`config.mk`:
```
export PLATFORM = sky130hd
export DESIGN_NAME = uart_tx_arbiter_flat
export DESIGN_NICKNAME = d
export VERILOG_FILES = /design/src/rtl/uart_tx_arb_pkg.sv /design/src/rtl/uart_tx_arbiter_if.sv /design/src/rtl/uart_tx_arbiter_rr_pick.sv /design/src/rtl/uart_tx_arbiter.sv /design/src/flat_wrapper.sv
export SDC_FILE = /design/constraint.sdc
export NUM_CORES = 1
export LEC_CHECK = 0
export BUFFER_PORTS_ARGS = -buffer_cell sky130_fd_sc_hd__buf_4
export CAP_MARGIN = 20
export CORE_ASPECT_RATIO = 0.7
export CORE_MARGIN = 2
export CORE_UTILIZATION = 42
export CTS_CLUSTER_SIZE = 16
export DETAILED_ROUTE_END_ITERATION = 10
export GPL_TIMING_DRIVEN = 0
export PLACE_DENSITY_LB_ADDON = 0.05
export SYNTH_ARGS = -nofsm -noshare
export SYNTH_HDL_FRONTEND = slang
export SYNTH_SLANG_ARGS = --single-unit
```
`constraint.sdc`:
```
create_clock -name clk -period 2.02 [get_ports clk]
set_clock_uncertainty 0.05 [all_clocks]
set_input_delay 0.303 -clock clk [delete_from_list [all_inputs] [get_ports clk]]
set_output_delay 0.303 -clock clk [all_outputs]
set_load 0.02 [all_outputs]
```
`src/rtl/uart_tx_arb_pkg.sv`:
```
// uart_tx_arb_pkg: shared FSM encoding and parameter defaults for the UART transmit arbiter
package uart_tx_arb_pkg;
  typedef enum logic [1:0] {
    IDLE      = 2'd0,
    LAUNCH    = 2'd1,
    WAIT_DONE = 2'd2
  } state_t;
  localparam int NUM_REQ_DEF = 4;
  localparam int DATA_WIDTH_DEF = 8;
endpackage

```
`src/rtl/uart_tx_arbiter_if.sv`:
```
// uart_tx_arbiter_if: requester and transmitter signals around the arbiter (slave = arbiter side)
interface uart_tx_arbiter_if
  import uart_tx_arb_pkg::*;
#(
  parameter int NUM_REQ = NUM_REQ_DEF,
  parameter int DATA_WIDTH = DATA_WIDTH_DEF,
  parameter int ID_WIDTH = 2
);
  logic [NUM_REQ-1:0] req;
  logic [NUM_REQ*DATA_WIDTH-1:0] req_data;
  logic [NUM_REQ-1:0] req_last;
  logic [NUM_REQ-1:0] ack;
  logic tx_enable;
  logic [DATA_WIDTH-1:0] tx_data;
  logic tx_busy;
  logic grant_valid;
  logic [ID_WIDTH-1:0] grant_id;
  modport slave (
    input  req, req_data, req_last, tx_busy,
    output ack, tx_enable, tx_data, grant_valid, grant_id
  );
  modport master (
    output req, req_data, req_last, tx_busy,
    input  ack, tx_enable, tx_data, grant_valid, grant_id
  );
endinterface

```
`src/rtl/uart_tx_arbiter_rr_pick.sv`:
```
// rr_pick: combinational round-robin picker, first set req strictly after ptr (wrapping)
module rr_pick
  import uart_tx_arb_pkg::*;
#(
  parameter int N = NUM_REQ_DEF,
  parameter int W = 2
) (
  input  logic [N-1:0] req,
  input  logic [W-1:0] ptr,
  output logic         any,
  output logic [W-1:0] idx
);
  logic [W-1:0] c;
  // scan farthest to nearest so the nearest candidate after ptr is the last assignment
  always_comb begin
    idx = '0;
    c = '0;
    for (int k = N; k >= 1; k--) begin
      c = W'((int'(ptr) + k) % N);
      if (req[c]) idx = c;
    end
  end
  assign any = |req;
endmodule

```
`src/rtl/uart_tx_arbiter.sv`:
```
// uart_tx_arbiter: round-robin sharing of one UART transmitter; UART_TX_PKT_LOCK_EN holds the grant for a whole packet
module uart_tx_arbiter
  import uart_tx_arb_pkg::*;
#(
  parameter int NUM_REQ = NUM_REQ_DEF,
  parameter int DATA_WIDTH = DATA_WIDTH_DEF,
  parameter int ID_WIDTH = 2
) (
  input logic clk,
  input logic reset,
  uart_tx_arbiter_if.slave bus
);
  state_t state, next;
  logic [ID_WIDTH-1:0] rr_ptr, pick_idx, win;
  logic [DATA_WIDTH-1:0] data_sel;
  logic pick_any, fire, launch, done;
  rr_pick #(.N(NUM_REQ), .W(ID_WIDTH)) u_pick (
    .req(bus.req),
    .ptr(rr_ptr),
    .any(pick_any),
    .idx(pick_idx)
  );
`ifdef UART_TX_PKT_LOCK_EN
  logic locked, last_q;
  assign win = locked ? bus.grant_id : pick_idx;
  assign fire = !bus.tx_busy && (locked ? bus.req[bus.grant_id] : pick_any);
`else
  logic unused_last;
  assign unused_last = ^bus.req_last;
  assign win = pick_idx;
  assign fire = !bus.tx_busy && pick_any;
`endif
  assign launch = state == IDLE && fire;
  assign done = state == WAIT_DONE && !bus.tx_busy;
  // select the winner's byte from the flattened request bus
  always_comb begin
    data_sel = '0;
    for (int i = 0; i < NUM_REQ; i++)
      if (win == ID_WIDTH'(i)) data_sel = bus.req_data[i*DATA_WIDTH +: DATA_WIDTH];
  end
  // next state: launch on a grant, advance on busy rise, return to idle on busy fall
  always_comb begin
    next = (state == IDLE)      ? (fire ? LAUNCH : IDLE) :
           (state == LAUNCH)    ? (bus.tx_busy ? WAIT_DONE : LAUNCH) :
           (state == WAIT_DONE) ? (bus.tx_busy ? WAIT_DONE : IDLE) : IDLE;
  end
  // state register
  always_ff @(posedge clk) begin
    if (reset) state <= IDLE;
    else state <= next;
  end
  // outputs, captured byte, grant bookkeeping and round-robin pointer
  always_ff @(posedge clk) begin
    if (reset) begin
      bus.ack <= '0;
      bus.tx_enable <= 1'b0;
      bus.tx_data <= '0;
      bus.grant_valid <= 1'b0;
      bus.grant_id <= '0;
      rr_ptr <= ID_WIDTH'(NUM_REQ - 1);
`ifdef UART_TX_PKT_LOCK_EN
      locked <= 1'b0;
      last_q <= 1'b0;
`endif
    end else begin
      bus.ack <= launch ? (NUM_REQ'(1) << win) : '0;
      bus.tx_enable <= state == LAUNCH && !bus.tx_busy;
      if (launch) begin
        bus.tx_data <= data_sel;
        bus.grant_id <= win;
        bus.grant_valid <= 1'b1;
`ifdef UART_TX_PKT_LOCK_EN
        last_q <= bus.req_last[win];
`else
        rr_ptr <= win;
`endif
      end
      if (done) begin
`ifdef UART_TX_PKT_LOCK_EN
        locked <= !last_q;
        bus.grant_valid <= !last_q;
        if (last_q) rr_ptr <= bus.grant_id;
`else
        bus.grant_valid <= 1'b0;
`endif
      end
    end
  end
endmodule

```
`src/flat_wrapper.sv`:
```
// flat-port wrapper written by rule: the top's interface ports become plain ports
module uart_tx_arbiter_flat import uart_tx_arb_pkg::*;
#(
  parameter int NUM_REQ = NUM_REQ_DEF,
  parameter int DATA_WIDTH = DATA_WIDTH_DEF,
  parameter int ID_WIDTH = 2
)
  (clk, reset, bus_req, bus_req_data, bus_req_last, bus_tx_busy, bus_ack, bus_tx_enable, bus_tx_data, bus_grant_valid, bus_grant_id);
  uart_tx_arbiter_if #(.NUM_REQ(NUM_REQ), .DATA_WIDTH(DATA_WIDTH), .ID_WIDTH(ID_WIDTH)) bus_i ();
  input logic clk;
  input logic reset;
  input wire logic [$bits(bus_i.req)-1:0] bus_req;
  input wire logic [$bits(bus_i.req_data)-1:0] bus_req_data;
  input wire logic [$bits(bus_i.req_last)-1:0] bus_req_last;
  input wire logic [$bits(bus_i.tx_busy)-1:0] bus_tx_busy;
  output wire logic [$bits(bus_i.ack)-1:0] bus_ack;
  output wire logic [$bits(bus_i.tx_enable)-1:0] bus_tx_enable;
  output wire logic [$bits(bus_i.tx_data)-1:0] bus_tx_data;
  output wire logic [$bits(bus_i.grant_valid)-1:0] bus_grant_valid;
  output wire logic [$bits(bus_i.grant_id)-1:0] bus_grant_id;
  assign bus_i.req = bus_req;
  assign bus_i.req_data = bus_req_data;
  assign bus_i.req_last = bus_req_last;
  assign bus_i.tx_busy = bus_tx_busy;
  assign bus_ack = bus_i.ack;
  assign bus_tx_enable = bus_i.tx_enable;
  assign bus_tx_data = bus_i.tx_data;
  assign bus_grant_valid = bus_i.grant_valid;
  assign bus_grant_id = bus_i.grant_id;
  uart_tx_arbiter #(.NUM_REQ(NUM_REQ), .DATA_WIDTH(DATA_WIDTH), .ID_WIDTH(ID_WIDTH)) u_core (.clk(clk), .reset(reset), .bus(bus_i));
endmodule
```
# Yosys cells after proc, flatten, opt, wreduce, memory -nomap -nowiden

Cells that the tools add are included.

Bitwise operators: 1
Multiplexer cells: 22
Order comparisons: 4
Equal/unequal tests: 5
Reduce and logical (&&, ||, !) cells: 10
Add/subtract/negate cells: 4
Shift operators: 1

Operators with widths:

| operator            | count |
|---|---|
| $mux 8              | 4 |
| $mux 2              | 9 |
| $lt 2x3->1 const B  | 4 |
| $bmux 1 s2          | 4 |
| $eq 2x2->1 const B  | 3 |
| $mux 1              | 5 |
| $add 2x1->2 const B | 2 |
| $add 2x2->2 const B | 2 |
| $eq 2x1->1 const B  | 2 |
| $logic_and 1x1->1   | 4 |
| $logic_not 2->1     | 2 |
| $reduce_or 2->1     | 2 |
| $reduce_or 4->1     | 1 |
| $shl 1x2->4 const A | 1 |
| $logic_not 1->1     | 1 |
| $not 1->1           | 1 |

Logic and storage cells: 54
Flip-flop bits (word level): 20

# Longest topological paths before layout

Gate-level depths: netlist (run 1).

Depth after elaboration: 12
Depth in mapped cells: 6
Depth with buffers taken out: 5

# Cells and area by module

Synthesis (run 1) repeated with hierarchy kept, for this count alone.

Cells, all modules: 97
Area total of the unflattened synthesis: 964.7 µm²

Modules (own cells, without submodules):

| module          | cells each | area an instance (µm²) | seq. area each (µm²) | times used |
|---|---|---|---|---|
| uart_tx_arbiter | 83         | 873.3                  | 400.4                | 1 |
| rr_pick         | 14         | 91.3                   | 0.0                  | 1 |

# Worst setup path after synthesis (run 1)

OpenSTA, ideal clock, no wires.

Kind: input-to-reg
Start: input bus_req[1]
End: register u_core.bus.tx_data[0]
Cell stages on the path: 6
Path slack: 0.594 ns
Arrival time: 1.249 ns
Data required time: 1.843 ns
Cells stage by stage: nor2b_1 > o21ai_1 > o311ai_2 > buf_2 > mux2i_1 > o221ai_2

Cells in the longest elaborated chain, start to end: 11
Elaborated cells on any way between the ends: 23

RTL lines:

| what                         | RTL line                      | text |
|---|---|---|
| start, declared              | flat_wrapper.sv:12            | `input wire logic [$bits(bus_i.req)-1:0] bus_req;` |
| $bmux 1 s2                   | uart_tx_arbiter_rr_pick.sv:20 | `if (req[c]) idx = c;` |
| $mux 1 (not written as such) | uart_tx_arbiter_rr_pick.sv:20 |  |
| $mux 2 (4 in series)         | uart_tx_arbiter_rr_pick.sv:20 |  |
| $logic_not 2->1              | uart_tx_arbiter.sv:39         | `if (win == ID_WIDTH'(i)) data_sel = bus.req_data[i*DATA_WIDTH +: DATA_WIDTH];` |
| $mux 8 (4 in series)         | uart_tx_arbiter.sv:39         |  |
| end signal, assigned         | uart_tx_arbiter.sv:69         | `bus.tx_data <= data_sel;` |
| end, declared                | uart_tx_arbiter_if.sv:20      | `output ack, tx_enable, tx_data, grant_valid, grant_id` |

Parallel ways exist; a longest one is shown, timed or not. The select of a mux whose other input is x is not followed.
A chain may end at the register's enable or synchronous reset.

# Worst setup path in the final report (run 1)

Start: register u_core.rr_ptr[0]
End: register u_core.bus.tx_data[0]

Cells in the longest elaborated chain, start to end: 12
Elaborated cells on any way between the ends: 24

RTL lines:

| what                         | RTL line                      | text |
|---|---|---|
| start, declared              | uart_tx_arbiter.sv:14         | `logic [ID_WIDTH-1:0] rr_ptr, pick_idx, win;` |
| start signal, assigned       | uart_tx_arbiter.sv:60         | `rr_ptr <= ID_WIDTH'(NUM_REQ - 1);` |
| start signal, assigned       | uart_tx_arbiter.sv:75         | `rr_ptr <= win;` |
| $add 2x1->2                  | uart_tx_arbiter_rr_pick.sv:19 | `c = W'((int'(ptr) + k) % N);` |
| $bmux 1 s2                   | uart_tx_arbiter_rr_pick.sv:20 |  |
| $mux 1 (not written as such) | uart_tx_arbiter_rr_pick.sv:20 |  |
| $mux 2 (3 in series)         | uart_tx_arbiter_rr_pick.sv:20 |  |
| $mux 2 *                     | uart_tx_arbiter_rr_pick.sv:20 |  |
| $logic_not 2->1              | uart_tx_arbiter.sv:39         |  |
| $mux 8 (3 in series)         | uart_tx_arbiter.sv:39         |  |
| $mux 8 *                     | uart_tx_arbiter.sv:39         |  |

Mark *: on every way between the ends. The rest lies on a longest branch, timed or not. The select of a mux whose other input is x is not followed.

==> results of run 1 <==
[worst max-delay path: cells and delay by family, from the launching register on]
family                 cells  cell delay (ns)
and+or+nand+nor            1             0.19
buffers and inverters      1             0.33
AOI/OAI and AO/OA          3             0.31
DFF                        1             0.34
muxes                      1             0.27
[per-stage QoR]
| stage | hold WS [ns] | worst slack [ns] | cells | utilization |
|---|---|---|---|---|
| 2_1_floorplan | 0.337 | 0.594 | 97 | - |
| 3_3_place_gp | 0.400 | 0.355 | 183 | 0.653 |
| 3_5_place_dp | 0.409 | 0.308 | 183 | 0.653 |
| 4_1_cts | 0.155 | 0.397 | 186 | 0.664 |
| 5_1_grt | 0.160 | 0.284 | 186 | 0.664 |
| 6_report | 0.168 | 0.408 | 186 | 0.664 |
[metal layers]
metal  wire, um  vias up  GRT usage
met4         18        0     0.0383
met2       1250       30      0.356
met5          0        -          0
li1           -      474          -
met1       1060      435      0.265
met3        139        2     0.0526
[cells in the mapped netlist (2+ instances only)]
master and instances:
dfxtp_1 20, mux2i_1 16, nor2_1 10, nand3b_1 8, o221ai_1 7, nor2b_1 5
nand2_1 3, a21oi_1 2, buf_2 2, inv_1 2, nor3_1 2, o21ai_1 2
[worst min-delay path by stage]
| stage | to | slack, ns | cells past startpoint | from |
|---|---|---|---|---|
| finish | u_core.bus.tx_enable | 0.17 | 2 | bus_tx_busy |
| global route | u_core.bus.tx_enable | 0.16 | 2 | bus_tx_busy |
| CTS | u_core.bus.tx_enable | 0.15 | 2 | bus_tx_busy |
| detailed placement | u_core.bus.grant_id[1] | 0.41 | 2 | u_core.bus.grant_id[1] |
| global placement | u_core.bus.grant_id[1] | 0.40 | 2 | u_core.bus.grant_id[1] |
| floorplan | u_core.bus.tx_enable | 0.34 | 1 | reset |
[state kept, by name, summed over array words and instances, names as in the netlist]
register	cells
u_core.bus.ack	4
u_core.bus.tx_enable	1
u_core.rr_ptr	2
u_core.state	2
u_core.bus.grant_id	2
u_core.bus.grant_valid	1
u_core.bus.tx_data	8
[logic make-up (layout without fill, tap and decap cells)]
group / count (synthesis) / in the layout / share of synthesized area
compound gates: 18 / 18 / 0.166
xor+xnor: 1 / 1 / 0.00900
simple gates: 35 / 35 / 0.208
buf+inv: 7 / 64 / 0.0411
flops: 20 / 20 / 0.411
mux: 16 / 16 / 0.165
[cell type report]
class	instances	share of cell area
Buffer	5	0.0226
Multi-Input combinational cell	70	0.370
Clock buffer	3	0.0156
Sequential cell	20	0.278
Tap cell	32	0.0278
Timing Repair Buffer	54	0.281
Inverter	2	0.00521
[power groups by stage]
stage,sequential [mW],combinational [mW],clock (mW)
after floorplan,0.494,0.148,0
after global placement,0.460,0.312,0
after detailed placement,0.461,0.319,0
after CTS,0.452,0.319,0.187
after global routing,0.457,0.346,0.201
final,0.452,0.317,0.180
==> results.md, run 1 <==
- The flow ran to the end, and the final reports show no timing, DRC or antenna violations.
- The max-slew violation count is 0.
- Synthesis handed over a netlist of 97 instances.
- Entering global routing, the biggest net connects 11 pins.
- The internal reg-to-reg setup slack is roughly 0.41 ns.
- The wire length of the first global-routing pass is 4140 um.
- At the pin with the least slew margin, the transition time is roughly 0.37 ns.
- The final-layout setup total negative slack is 0 ns.
- The worst register-to-register path ends at u_core.bus.tx_data[0].
- In this run the static leakage power is 0.673 nW.
- The wire-length estimate of the detail-placed layout is 1970 um.
- The depth of the worst register-to-register path is 6.
- The launching point of the worst reg2reg path is u_core.rr_ptr[0].
- The largest area contributor in the synthesized netlist is dfxtp_1.
- The library cell used most frequently in the layout, excluding fill and tap cells, is buf_4.
- The repair_antennas step left the layout with diodes totalling 0.
- For this run, the total global-route usage over all layers was measured as 0.207.
- Ranked by total cell area, the synthesized netlist is headed by dfxtp_1 41%, mux2i_1 16%, o221ai_1 6.3%, nand3b_1 6.2%, nor2_1 3.9%.
- The final global-route overflow total is 0.
- The total DRC errors in the routed layout is 0.
- Setup repair after global routing left no endpoint under its margin.
- The clock tree from TritonCTS is yes.
- The sequential share of the synthesized area is 0.411.
- Summing over every cut layer, the via total after detailed routing is 941.
- The total power is 0.949 mW.
- Row generation in the floorplan step produced 14 rows.
- For this run, the leading register cell type out of synthesis is dfxtp_1.
- For this design, the CTS-stage hold fixing added 0 buffers.
- Compared with the post-synthesis result, the final layout area differs by 48.1%.
- The TritonCTS sink count is 20.
- The starting density of the core is 0.448.
- The number of top-level pins is 59.
- The floorplan step set the die width to slightly above 60 um.
- The critical path startpoint is u_core.rr_ptr[0].
- The CTS buffer count is 3.
- The area used by sequential logic in the layout is 400 um2.
- The path class of the tightest hold or removal check is in -> reg.
- Static timing analysis puts the maximum clock frequency at 0.620 GHz.
- The number of nets in the layout is 199.
- The critical setup path kind is reg -> reg.
- The cell with the biggest individual delay on the critical path is dfxtp_1.
- On the worst path, the slowest cell contributes a delay of 0.34 ns.
- The number of antenna violations at the first check in global routing came to 0.
- The share of the synthesized area in the top cell type is 0.411.
- Wires add up to 2470 um.
- Walking the worst path, the cells encountered are nor2b_1 > o21ai_1 > o311ai_2 > buf_2 > mux2i_1 > o221ai_2.
- The number of endpoints with negative hold slack in the final report is 0.
- For the finished layout, the period the worst path requires is about 1.6 ns.
- In this run the mean area of a mapped cell was 10.0 um2.
- The type of element capturing the critical path is a flip-flop.
- In this run the number of H-tree levels came out at 1.
- The warning count from the yosys run is 0.
- In the final routed layout, each cell accounts on average for 13.3 um.
- The later pin in the worst-skew pair is clocked with a latency of 0.29 ns.
- Synthesis inferred 20 register bits.
- In the layout the commonest cells are 55 x buf_4, 20 x dfxtp_1, 16 x mux2i_1.
- The first detailed-routing pass ran for 4 iterations.
- The root cell of the clock tree is clkbuf_4.
- The number of port buffers is 54.
- The layout has 198 filler cells.
- Headroom to the max-slew limit came out at 0.748.
- The instance area after placement is ~1400 um2.
- In the routed layout, each cell is associated on average with a via count of 5.06.
- The netlist uses 30 different library cells.
- In this run the power spent charging and discharging nets is 0.285 mW.
- The combinational share of power is 0.334.
- Of the total power, the share spent switching nets is 0.301.
- The data required time at the worst endpoint is ~2.2 ns.
- Dividing total power by cell area gives a power density of 658 nW/um2.
- The sequential power share is 0.477.
- The clock passes through at most 2 buffers.
- The critical path endpoint is u_core.bus.tx_data[0].
- The tool flagged a number of max-cap violations equal to 0.
- The total standard cell area after synthesis is 973 um2.
- The multi-input combinational cell area is between 500 and 600 um2.
- The final clock period utilization by the worst path is 0.798.
- The number of gates resized after CTS is 0.
- The largest fanout on the critical path is 10.
- The placer's final routability congestion estimate is 0.734.
- Setup violations remaining at the end of the flow were counted as 0.
- IR analysis of the VDD net gives a maximum drop of 418 uV.
- In this run the vertical extent of the chip is 44.3 um.
- The internal power consumption is approximately 0.66 mW.
- The area of the placeable core is about 2200 um2.
- The critical path data arrival time is between 1.5 and 2 ns.
- Clock-pin slew was measured on the worst setup and hold paths at 0.10 ns.
- The number of nets in the synthesized netlist is 140.
- For this run, asynchronously set or reset flops after synthesis account for 0.
- The number of enable flip-flop cells after synthesis is 0.
- The clock network fraction of design power is 0.189.
- In this run the remaining antenna-violating nets after routing total 0.
- The number of buffers inserted by post-CTS setup repair is 0.
- The die area is roughly 2700 um2.
- The number of DRC markers in iteration 0 is 25.
- The total non-filler cell area in the finished layout is 1440 um2.
- STA classifies the critical path startpoint as a flip-flop.
- The fraction of layout instances using a drive strength above 1 is 0.435.
- The via count of the first global-routing pass is 951.
(Power assumes the default switching activity.)
==> run 2, diff against run 1 <==
--- a/config.mk
+++ b/config.mk
@@ -5,11 +5,12 @@
 export SDC_FILE = /design/constraint.sdc
 export NUM_CORES = 1
 export LEC_CHECK = 0
+export ABC_AREA = 1
 export BUFFER_PORTS_ARGS = -buffer_cell sky130_fd_sc_hd__buf_4
 export CAP_MARGIN = 20
 export CORE_ASPECT_RATIO = 0.7
 export CORE_MARGIN = 2
-export CORE_UTILIZATION = 42
+export CORE_UTILIZATION = 45
 export CTS_CLUSTER_SIZE = 16
 export DETAILED_ROUTE_END_ITERATION = 10
 export GPL_TIMING_DRIVEN = 0
==> constraint.sdc (replaced) <==
create_clock -name clk -period 1.6 [get_ports clk]
set_clock_uncertainty 0.05 [all_clocks]
set_input_delay 0.24 -clock clk [delete_from_list [all_inputs] [get_ports clk]]
set_output_delay 0.24 -clock clk [all_outputs]
set_load 0.02 [all_outputs]
==> results.md, run 2 <==
- The number of placement rows was 16 (+2).
- The placed cell count came to 281 (+54%).
- The wire length on met1 was 1810 um (+70%).
- The critical path data arrival time came to 2.01 ns (+0.27 ns).
- The maximum root-to-sink buffer count is 2 (unchanged).
- The area of the placeable core is 2780 um2 (+28%).
- The global-route total usage across every layer was 0.217 (+0.00983).
- The total power is 2.31 mW (+140%).
- The TritonCTS sink count is 20 (unchanged).
- The worst slack after detailed placement is -0.269 ns (-0.577 ns).
- The number of endpoints with negative hold slack in the final report was 0 (unchanged).
- The worst setup slack after layout is -0.336 ns (-0.744 ns).
- The register name with the most flops is u_core.bus.tx_data.
- The number of nets in the layout is 309 (+55%).
- The timing-limited maximum frequency is 0.516 GHz (-17%).
- The final cell count without fillers came to 301 (+62%).
- The wire length per cell after detailed routing is 11.9 um (-10%).
- The number of top-level pins was 59 (unchanged).
- The floorplan die width is 68.3 um (+11%).
- The transition time at the pin with the least slew margin is 0.543 ns (+0.170 ns).
- The sequential share of the synthesized area is 0.307 (-0.104).
- The reg-to-reg endpoint is u_core.bus.tx_data[5].
- The relative slew slack is 0.638 (-0.110).
- The antenna diode instance count is 0 (unchanged).
- TritonCTS built the clock tree.
- The worst setup path is captured at a flip-flop.
- The checks that failed: negative setup slack.
- The final-layout setup total negative slack is -2.28 ns (-2.28 ns).
- Setup repair after global routing could not meet its margin everywhere.
- The clock latency on the worst-skew pair is 0.25 ns (-0.04 ns).
- The worst setup path is launched from a flip-flop.
- Ranked by total cell area, the synthesized netlist is headed by dfxtp_1 31%, nand2_1 16%, nand3_1 5.4%, nand2_2 5.3%, nand3b_1 4.6%.
- The via count of the first global-routing pass came to 1,242 (+31%).
- The total routed wirelength is 3590 um (+45%).
- The cell sitting at the root of the clock tree is a clkbuf_8.
- The first-pass detailed-route iteration total was 4 (unchanged).
- The share of the synthesized area in the top cell type came to 0.307 (-0.104).
- The overall die height is 49.0 um (+11%).
- The count of unique library cells instantiated by Yosys is 28 (-6.7%).
- The met3 wirelength from detailed routing was 159 um (+14%).
- The number of H-tree levels is 1 (unchanged).
- The proportion of synthesized flip-flops having asynchronous set or reset is 0 (unchanged).
- After detailed routing, no signal wire sits above met4.
- The number of nets in the synthesized netlist is 234 (+67%).
- The total DRC errors in the routed layout is 0 (unchanged).
- The number of enable flip-flop cells after synthesis is 0 (unchanged).
- The detailed-routed wire length on met2 is 1600 um (+28%).
- The critical path ends at u_core.bus.tx_data[5].
- The CTS buffer count is 3 (unchanged).
- The largest fanout on the critical path was 8 (-2).
- The placer's final routability congestion estimate is 0.836 (+14%).
- The number of port buffers was 54 (unchanged).
- The peak supply drop is 575 uV (+38%).
- The final global-route overflow total came to 0 (unchanged).
- The data required time at the worst endpoint was 1.67 ns (-0.48 ns).
- The depth of the worst register-to-register path was 14 (+8).
- The largest registers in the layout are u_core.bus.tx_data x8, u_core.bus.ack x4.
- The final clock period utilization by the worst path is 1.21 (+0.412).
- The warning count from the yosys run is 0 (unchanged).
- The worst register-to-register path begins at u_core.rr_ptr[0].
- The power density over the cells is 1090 nW/um2 (+66%).
- The clock period minus worst slack is 1.94 ns (+0.324 ns).
- The total standard cell area after synthesis is 1300 um2 (+34%).
- The max-slew violation count is 0 (unchanged).
- The post-CTS clock slew at the launch and capture registers of the worst setup and hold paths is 0.07 ns (-0.03 ns).
- The fraction of layout instances using a drive strength above 1 is 0.517 (+0.0819).
- The post-synthesis area per instance is 6.83 um2 (-32%).
- The tightest min-delay check is of the in -> reg type.
- The estimated wirelength of the detail-placed design is 2530 um (+28%).
- The number of cells traversed by the worst hold path is 2 (unchanged).
- The number of register bits inferred by synthesis was 20 (unchanged).
- The internal reg-to-reg setup slack is -0.34 ns (-0.74 ns).
- The die area is 3350 um2 (+23%).
- nand2_1 is the most common cell in the netlist.
- The cell leakage power is 1.08 nW (+61%).
- The number of standard cells after synthesis was 191 (+97%).
- The critical path is of the reg -> reg type.
- The starting density of the core came to 0.469 (+0.0204).
- The run finished, with violations left.
- Counting instances in the post-synthesis netlist gives the leading cell types as 57 x nand2_1, 20 x dfxtp_1, 14 x nand3_1.
- The wire length of the first global-routing pass is 5630 um (+36%).
- The maximum number of pins on one net before global-route repair is 12 (+1).
- The largest total area in the synthesized netlist belongs to dfxtp_1.
- The most frequent standard cell in the layout excluding fill and tap cells is buf_4.
- The via total after detailed routing is 1,448 (+54%).
- The number of flip-flops under the largest register name is 8 (unchanged).
- The post-synthesis to final-layout area growth is 62.3%.
- In the layout the commonest cells are 67 x buf_4, 43 x nand2_1, 18 x dfxtp_1.
- The number of antenna-violating nets in the routed design is 0 (unchanged).
- The number of vias per cell after detailed routing is 4.81 (-4.9%).
- The total of endpoints with negative setup slack in the final report is 12 (+12).
- The total of max-cap violations was 0 (unchanged).
- The number of DRC markers in iteration 0 is 70 (+180%).
- The number of antenna violations at the first check in global routing is 0 (unchanged).
- The critical path startpoint is u_core.rr_ptr[0].
- The main flop type after synthesis is dfxtp_1.
## run 2: per-stage QoR
| step | utilization | cell area [um2] | hold WS [ns] |
|---|---|---|---|
| final | 0.760 | 2120 | 0.122 |
| after global routing | 0.760 | 2120 | 0.129 |
| after CTS | 0.700 | 1950 | 0.122 |
| after detailed placement | 0.631 | 1760 | 0.389 |
| after global placement | 0.631 | 1760 | 0.387 |
| after floorplan | - | 1310 | 0.267 |
## run 2: report_power, final
group	switching, mW	internal, mW	total, mW
combinational	0.738	0.611	1.35
sequential	0.0317	0.559	0.590
clock	0.153	0.218	0.372
## run 2: layer usage
| layer | vias to the layer above | GRT usage |
|---|---|---|
| met2 | 37 | 0.304 |
| met4 | 0 | 0.0567 |
| met3 | 2 | 0.0346 |
| met5 | - | 0 |
| li1 | 769 | - |
| met1 | 640 | 0.338 |
## run 2: repair_timing
item	4_1_cts	5_1_grt
setup endpoints to repair	12	17
cloned	1	1
hold buffers	0	0
gates resized for setup	21	33
setup buffers	8	6
pin swaps	9	14
## run 2: worst min path at each step
stage / slack, ns / end / startpoint
2_1_floorplan: 0.27 / u_core.state[1] / reset
3_3_place_gp: 0.39 / u_core.state[1] / reset
3_5_place_dp: 0.39 / u_core.state[1] / reset
4_1_cts: 0.12 / u_core.state[1] / reset
5_1_grt: 0.13 / u_core.state[1] / reset
6_report: 0.12 / u_core.state[1] / reset
## run 2: kinds of logic (layout without fill, tap and decap cells)
family	after synthesis	in the layout	share of synthesized area
AO/OA/AOI/OAI	26	26	0.146
buffers and inverters	32	106	0.121
flip-flops	20	20	0.307
AND/OR/NAND/NOR	113	113	0.426
## run 2: worst max-delay path, stage by stage (launching register included)
cell and delay, ns:
dfxtp_2 0.33, buf_8 0.14, clkinv_8 0.08, nand2_4 0.07, nand2_4 0.06, nand2_4 0.08
nand2_2 0.05, inv_2 0.05, nand2_4 0.05, a21boi_4 0.26, buf_4 0.19, o21bai_1 0.12
nand3_1 0.13, nand2_1 0.10, a21oi_2 0.05
## run 2: cell type report
type	count	area, um2
multi-input combinational	139	885
fill	211	667
timing repair buffer	70	537
sequential	20	403
inverter	24	108
buffer	8	83.8
clock buffer	4	55.1
tap	36	45.0
==> run 3, diff against run 2 <==
--- a/config.mk
+++ b/config.mk
@@ -7,7 +7,6 @@
 export LEC_CHECK = 0
 export ABC_AREA = 1
 export BUFFER_PORTS_ARGS = -buffer_cell sky130_fd_sc_hd__buf_4
-export CAP_MARGIN = 20
 export CORE_ASPECT_RATIO = 0.7
 export CORE_MARGIN = 2
 export CORE_UTILIZATION = 45
@@ -15,6 +14,7 @@
 export DETAILED_ROUTE_END_ITERATION = 10
 export GPL_TIMING_DRIVEN = 0
 export PLACE_DENSITY_LB_ADDON = 0.05
+export SKIP_LAST_GASP = 1
 export SYNTH_ARGS = -nofsm -noshare
 export SYNTH_HDL_FRONTEND = slang
 export SYNTH_SLANG_ARGS = --single-unit
==> results.md, run 3 (synthesis gave the netlist of run 2 again) <==
- The run finished, with violations left.
- The final reports fail on negative setup slack.
- The final clock period utilization by the worst path is 1.21 (about the same).
- The number of placement rows is 16 (unchanged).
- The number of flip-flops under the largest register name came to 8 (unchanged).
- The total routed wirelength came to 3570 um (-0.56%).
- The TritonCTS sink count came to 20 (unchanged).
- The largest registers in the layout are u_core.bus.tx_data x8, u_core.bus.ack x4.
- The first-pass detailed-route iteration total is 4 (unchanged).
- The cell with the biggest individual delay on the critical path is dfxtp_2.
- The fraction of layout instances using a drive strength above 1 is 0.502 (-0.0151).
- The floorplan die width is 68.3 um (unchanged).
- The estimated wirelength of the detail-placed design is 2530 um (unchanged).
- The total of endpoints with negative setup slack in the final report is 12 (unchanged).
- The clock period minus worst slack is 1.94 ns (+0.0000710 ns).
- The instance area after placement came to 1760 um2 (unchanged).
- The worst register-to-register path begins at u_core.rr_ptr[0].
- The timing-limited maximum frequency is 0.516 GHz (about the same).
- The detailed-routed wire length on met2 was 1570 um (-1.9%).
- The post-synthesis to final-layout area growth is 60.3%.
- The path class of the tightest hold or removal check is in -> reg.
- The most critical setup path has its startpoint at u_core.rr_ptr[0].
- The data required time at the worst endpoint is 1.67 ns (about the same).
- The number of endpoints with negative hold slack in the final report is 0 (unchanged).
- The number of DRC markers in iteration 0 is 68 (-2.9%).
- The total of max-cap violations is 0 (unchanged).
- The endpoint identified for the worst register-to-register timing path is u_core.bus.tx_data[5].
- The total non-filler cell area in the finished layout came to 2090 um2 (-1.2%).
- The critical path endpoint is u_core.bus.tx_data[5].
- The relative slew slack is 0.637 (-0.00110).
- The depth of the worst register-to-register path came to 14 (unchanged).
- The power density over the cells was 1090 nW/um2 (-0.32%).
- The nature of the critical path startpoint is a flip-flop.
- The number of nets in the layout was 309 (unchanged).
- Setup repair after global routing could not meet its margin everywhere.
- The wire length of the first global-routing pass was 5630 um (unchanged).
- The clock latency on the worst-skew pair is 0.25 ns (about the same).
- The via total after detailed routing was 1,460 (+0.83%).
- The placer's final routability congestion estimate is 0.836 (unchanged).
- The number of port buffers is 54 (unchanged).
- The wire length per cell after detailed routing is 11.9 um (-0.56%).
- The number of H-tree levels is 1 (unchanged).
- The antenna diode instance count is 0 (unchanged).
- The fill cell instance count of the final layout was 214 (+1.4%).
- The number of top-level pins is 59 (unchanged).
- The peak supply drop was 579 uV (+0.72%).
- The highest metal layer carrying signal wires in the routed design is met4.
- The overall die height is 49.0 um (unchanged).
- The via count of the first global-routing pass was 1,242 (unchanged).
- The die area is 3350 um2 (unchanged).
- The total DRC errors in the routed layout is 0 (unchanged).
- The worst hold-check slack is 0.124 ns (+0.00198 ns).
- The wire length on met1 is 1760 um (-2.3%).
- The number of antenna violations at the first check in global routing is 0 (unchanged).
- The area of the placeable core is 2780 um2 (unchanged).
- The final-layout setup total negative slack came to -2.32 ns (-0.0393 ns).
- The cell leakage power came to 1.07 nW (-1.1%).
- TritonCTS built the clock tree.
- The global-route total usage across every layer is 0.217 (unchanged).
- The largest fanout on the critical path was 8 (unchanged).
- The number of vias per cell after detailed routing came to 4.85 (+0.83%).
- The transition time at the pin with the least slew margin was 0.545 ns (+0.00166 ns).
- The library cells used most frequently in the layout, excluding fill and tap cells, are 67 x buf_4, 45 x nand2_1, 18 x dfxtp_1.
- The critical path data arrival time was 2.01 ns (about the same).
- The number of antenna-violating nets in the routed design is 0 (unchanged).
- Traced cell by cell, the critical path runs through buf_8 > clkinv_8 > nand2_4 > nand2_4 > nand2_4 > nand2_2 > inv_2 > nand2_4 > a21boi_4 > buf_4 > o21bai_1 > nand3_1 > nand2_1 > a21oi_2.
- The max-slew violation count was 0 (unchanged).
- The internal reg-to-reg setup slack is -0.34 ns (about the same).
- The peak per-stage delay on the critical path was 0.33 ns (about the same).
- The maximum number of pins on one net before global-route repair was 12 (unchanged).
- The starting density of the core is 0.469 (unchanged).
- The maximum root-to-sink buffer count was 2 (unchanged).
- The cell with the most instances on the worst path is nand2_4.
- The CTS buffer count is 3 (unchanged).
- The register name with the most flops is u_core.bus.tx_data.
- The worst setup path is captured at a flip-flop.
- Leaving out fill and tap cells, the most frequent cell in the layout is buf_4.
- The final global-route overflow total is 0 (unchanged).
- The root cell of the clock tree is clkbuf_8.
- The worst setup slack after layout was -0.336 ns (-0.0000710 ns).
- The met3 wirelength from detailed routing is 212 um (+33%).
- The setup path with the least slack is of type reg -> reg.
- The post-CTS clock slew at the launch and capture registers of the worst setup and hold paths was 0.07 ns (about the same).
[run 3: cell counts in the layout (fill, tap and decap cells not counted)]
No cell type changed its count.
[run 3: layout make-up]
type	count	area, um2	share of cell area
inverter	24	108	0.0515
sequential	20	403	0.193
multi-input combinational	139	865	0.414
tap	36	45.0	0.0216
clock buffer	4	55.1	0.0263
buffer	8	83.8	0.0401
timing repair buffer	70	531	0.254
[run 3: worst min-delay path by stage]
stage          startpoint              end  slack, ns  depth (start not counted)
2_1_floorplan       reset  u_core.state[1]       0.27                          1
3_3_place_gp        reset  u_core.state[1]       0.39                          2
3_5_place_dp        reset  u_core.state[1]       0.39                          2
4_1_cts             reset  u_core.state[1]       0.12                          2
5_1_grt             reset  u_core.state[1]       0.13                          2
6_report            reset  u_core.state[1]       0.12                          2
[run 3: routing by layer]
layer,global-route usage,vias to the layer above
met5,0,-
met4,0.0567,0
met3,0.0346,2
met2,0.304,43
met1,0.338,646
li1,-,769
[run 3: timing repair]
item	in CTS	in global routing
pin swaps	9	14
hold buffers	0	0
gates resized for setup	21	26
buffers inserted	8	6
gates cloned	1	1
endpoints found under the setup margin	12	17
[run 3: power by group]
group | total [mW] | internal (mW) | switching [mW] | leakage [nW]
registers | 0.590 | 0.559 | 0.0318 | 0.164
clock network | 0.373 | 0.218 | 0.154 | 0.0288
logic | 1.31 | 0.595 | 0.717 | 0.879
total | 2.27 | 1.37 | 0.903 | 1.07
[run 3: worst max-delay path, delay by kind of cell (launching register included)]
family / cells / cell delay (ns)
buffers and inverters: 4 / 0.46
AO/OA/AOI/OAI: 3 / 0.42
AND/OR/NAND/NOR: 7 / 0.54
flip-flops: 1 / 0.33
[run 3: stage by stage]
stage	setup WS, ns	std cells	power (mW)	util
after floorplan	-0.0345	191	1.31	-
after global placement	-0.249	281	1.58	0.631
after CTS	-0.212	294	2.10	0.700
after global routing	-0.439	301	2.44	0.751
after detailed placement	-0.269	281	1.59	0.631
final	-0.336	301	2.27	0.751
